### src/rtl/shifter_8bit_piso_pkg.sv
// shifter_8bit_piso_pkg: shared widths, direction constants and state encoding
package shifter_8bit_piso_pkg;
  localparam int WIDTH_DEF = 8;
  localparam int CNT_W_DEF = 3;
  localparam logic DIR_LEFT = 1'b0;
  localparam logic DIR_RIGHT = 1'b1;
  typedef enum logic {S_IDLE = 1'b0, S_SHIFT = 1'b1} state_t;
endpackage

### src/rtl/shifter_8bit_piso.sv
// shifter_8bit_piso: parallel-in/serial-out shifter with valid/ready on both sides
module shifter_8bit_piso
  import shifter_8bit_piso_pkg::*;
#(
  parameter int WIDTH = WIDTH_DEF,
  parameter int CNT_W = CNT_W_DEF
) (
  input  logic             clk,
  input  logic             rst,
  input  logic [WIDTH-1:0] data_in,
  input  logic [CNT_W-1:0] n,
  input  logic             dir,
  input  logic             load_valid,
  output logic             load_ready,
  output logic             ser_out,
  output logic             ser_valid,
  output logic             ser_last,
  input  logic             ser_ready,
  output logic             busy
);
  state_t state;
  logic [WIDTH-1:0] sreg;
  logic [CNT_W-1:0] cnt;
  logic dir_q;
  always_ff @(posedge clk) begin
    if (rst) begin
      state <= S_IDLE;
      sreg  <= '0;
      cnt   <= '0;
      dir_q <= DIR_LEFT;
    end else if (state == S_IDLE) begin
      if (load_valid) begin
        sreg  <= data_in;
        cnt   <= n;
        dir_q <= dir;
        state <= S_SHIFT;
      end
    end else if (ser_ready) begin
      sreg <= (dir_q == DIR_RIGHT) ? sreg >> 1 : sreg << 1;
      if (cnt == '0) state <= S_IDLE;
      else cnt <= cnt - 1'b1;
    end
  end
  // outputs decode registers only; load_ready additionally masked by reset
  assign load_ready = (state == S_IDLE) && !rst;
  assign ser_valid  = (state == S_SHIFT);
  assign busy       = (state == S_SHIFT);
  assign ser_last   = (state == S_SHIFT) && (cnt == '0);
  assign ser_out    = (state == S_SHIFT) && ((dir_q == DIR_RIGHT) ? sreg[0] : sreg[WIDTH-1]);
endmodule

### config.mk
export PLATFORM = sky130hd
export DESIGN_NAME = shifter_8bit_piso
export DESIGN_NICKNAME = d
export VERILOG_FILES = /design/src/rtl/shifter_8bit_piso_pkg.sv /design/src/rtl/shifter_8bit_piso.sv
export SDC_FILE = /design/constraint.sdc
export NUM_CORES = 1
export LEC_CHECK = 0
export CAP_MARGIN = 10
export CORE_MARGIN = 2
export CORE_UTILIZATION = 30
export CTS_CLUSTER_SIZE = 40
export DETAILED_ROUTE_END_ITERATION = 8
export PLACE_DENSITY = 0.63
export SLEW_MARGIN = 20
export SYNTH_ARGS = -nofsm -noshare
export SYNTH_HDL_FRONTEND = slang
export SYNTH_SLANG_ARGS = --single-unit
### constraint.sdc
create_clock -name clk -period 1.7 [get_ports clk]
set_input_delay 0.255 -clock clk [delete_from_list [all_inputs] [get_ports clk]]
set_output_delay 0.255 -clock clk [all_outputs]
set_load 0.03 [all_outputs]
==> impl_metrics.json <==
{
  "outcome": "complete, no violations",
  "port_buffers": 20,
  "min_path_type": "reg -> reg",
  "io_pins": 21,
  "cts_buffer_depth": 2,
  "die_area_um2": 2920,
  "final-setup-viol-count": 0,
  "syn_area_um2": 752,
  "grt_pass1_vias": 664,
  "drt_wl_total_mm": 1.83,
  "rsz0062_at_grt": "false",
  "criticalPathCategory": "reg -> out",
  "crit_family": "simple AND/OR/NAND/NOR gates",
  "slew_violations": 0,
  "tritoncts": "yes",
  "antenna_found_initial": 0,
  "yosysUniqueCellTypes": 30,
  "synth-xor-area-share": 0,
  "synth_top_family_by_area": "simple AND/OR/NAND/NOR gates",
  "via_count": 722,
  "fin_worst_skew_ns": 0.000431,
  "synth_top_area_share": 0.346,
  "numCtsBuffers": 3,
  "detail-route-antenna-nets": 0,
  "cp.arrival_ns": 1.35,
  "multi_input_area_um2": 444,
  "synth_edf_count": 0,
  "power_density_nw_per_um2": 807,
  "rows": 18,
  "grt_max_degree": 12,
  "maxCapViolations": 0,
  "max_slew.worst_pin.slew_ns": 0.390,
  "place_ws_ns": 0.0990,
  "yosysMostFrequentCell": "nor2_1",
  "yosys-top-cells-count": "14 x nor2_1, 13 x dfxtp_1, 7 x mux2_2, 7 x nor3_1, 6 x a221oi_1",
  "die_y_um": 54.1,
  "initial_core_util": 0.309,
  "crit_chain": "inv_2 > ha_2 > and2b_2 > and2_1 > buf_6",
  "fin_ws_ns": 0.0932,
  "critPathBufInv": 2,
  "ys_ff_latch": 13,
  "period_share": 0.945,
  "clock_latency_ns": 0.28,
  "clock-sinks": 13,
  "route.detailed.drc": 0,
  "syn_to_final_growth_pct": 33.9,
  "p_leak_nw": 0.391,
  "final.min_clock_period_ns": 1.61,
  "firstDrtPassIters": 4,
  "worstPathRequired_ns": 1.44,
  "die_width_um": 54.1,
  "vdd_ir_drop_max_uv": 350,
  "n_antenna_cell": 0,
  "nNetsFinal": 127,
  "path_max_fanout": 4,
  "grtUsageTotal": 0.140,
  "path_clk_slew_ns": 0.08,
  "rrSetupSlack_ns": 0.28,
  "grt_pass1_wl_mm": 2.93,
  "detail_route.vias_per_cell": 5.23,
  "synthAdderAreaFrac": 0.0333,
  "cp-start-kind": "flop",
  "endpoint_kind": "primary output",
  "critPathMaxStageDelay_ns": 0.34,
  "ys_seq_area_frac": 0.346,
  "synth-compound-area-share": 0.176,
  "max_freq_mhz": 622,
  "synth_mux_area_frac": 0.145,
  "drtIter0Drc": 20,
  "setup_tns_ns": 0,
  "synthFlopType": "dfxtp_1",
  "globalplace.congestion": 0.763,
  "nFillCells": 257,
  "grt.overflow.total": 0,
  "synth_area_leader_cell": "dfxtp_1",
  "hold_viol": 0,
  "syn-instance-count": 85,
  "register_area_um2": 263,
  "ys_warn_count": 0,
  "clock-root-buffer": "clkbuf_4",
  "synth_area_per_cell_um2": 8.85,
  "crit_path_top_delay_cell": "dfxtp_2",
  "drive_gt1_frac": 0.241,
  "cts_hold_buf": 0,
  "synthSimpleGateAreaFrac": 0.231,
  "syn_nets": 103,
  "htreeDepth": 1,
  "slew_headroom": 0.739,
  "ys_top_cells_by_area": "dfxtp_1 35%, mux2_2 10%, nor2_1 7.0%",
  "routedWlPerCell_um": 13.3,
  "dp_hpwl_mm": 1.29,
  "core_region_area_um2": 2430,
  "postSynth.asyncResetShare": 0
}
power by group:
group          internal [W]  switching, W
clock network     0.0000910      0.000105
registers          0.000336     0.0000272
logic              0.000134      0.000120
final timing paths:
check	start	end	cells past startpoint
max	cnt[0]	ser_last	5
min	cnt[1]	cnt[1]	2
max reg2reg	cnt[0]	cnt[2]	5
min reg2reg	cnt[1]	cnt[1]	2
metrics by stage:
stage	total power (W)	std cells	instance area, µm²	hold slack, ns	utilization
CTS	0.000819	138	1000	0.493	0.411
detailed placement	0.000607	133	963	0.478	0.396
global route	0.000882	138	1010	0.516	0.414
finish	0.000813	138	1010	0.483	0.414
floorplan	0.000523	85	752	0.327	-
global placement	0.000602	133	963	0.461	0.396
cell type report:
class	instances	share of cell area
repair buffers	25	0.227
multi-input cells	64	0.441
flip-flops and latches	13	0.261
clock buffers	4	0.0261
well taps	30	0.0373
inverters	2	0.00745
worst min-delay path: stages, from the launching register on:
cell and delay [ns]:
dfxtp_2 0.33, nand2b_1 0.06, mux2i_1 0.06
cell usage in the layout, fill, tap and decap left out, drive strengths merged, types with 2 or more instances in the layout:
| cell type | instances |
|---|---|
| nand2b | 3 |
| mux2 | 7 |
| mux2i | 3 |
| clkbuf | 4 |
| dfxtp | 13 |
| ha | 2 |
| buf | 10 |
| clkdlybuf4s50 | 15 |
| nand2 | 3 |
| nor3 | 7 |
| a221oi | 6 |
| nor2b | 2 |
| a21oi | 4 |
| inv | 2 |
| nor2 | 14 |
cells by family (layout without fill, tap and decap cells):
kind of cell | after synthesis | in the layout
AO/OA/AOI/OAI | 17 | 17
multiplexers | 10 | 10
buffers and inverters | 8 | 31
AND/OR/NAND/NOR | 35 | 35
adder cells (fa/ha/maj) | 2 | 2
flip-flops | 13 | 13
repair_timing:
action | in CTS | in global routing
gates cloned | 0 | 0
setup buffers | 1 | 0
gates resized for setup | 2 | 4
setup endpoints to repair | 1 | 1
pin swaps | 0 | 0
hold endpoints to repair | 0 | 0
flip-flops by register name, indices dropped and copies added, names as in the netlist:
signal and cells:
dir_q 1, busy 1, sreg 8, cnt 3
metal layers:
metal / GRT usage / vias up / routed length, µm
li1: - / 355 / -
met1: 0.173 / 341 / 826
met2: 0.228 / 26 / 869
met3: 0.0611 / 0 / 138
met4: 0.0250 / 0 / 0
met5: 0 / - / 0
Note: power is estimated with default switching activity, not from simulation.
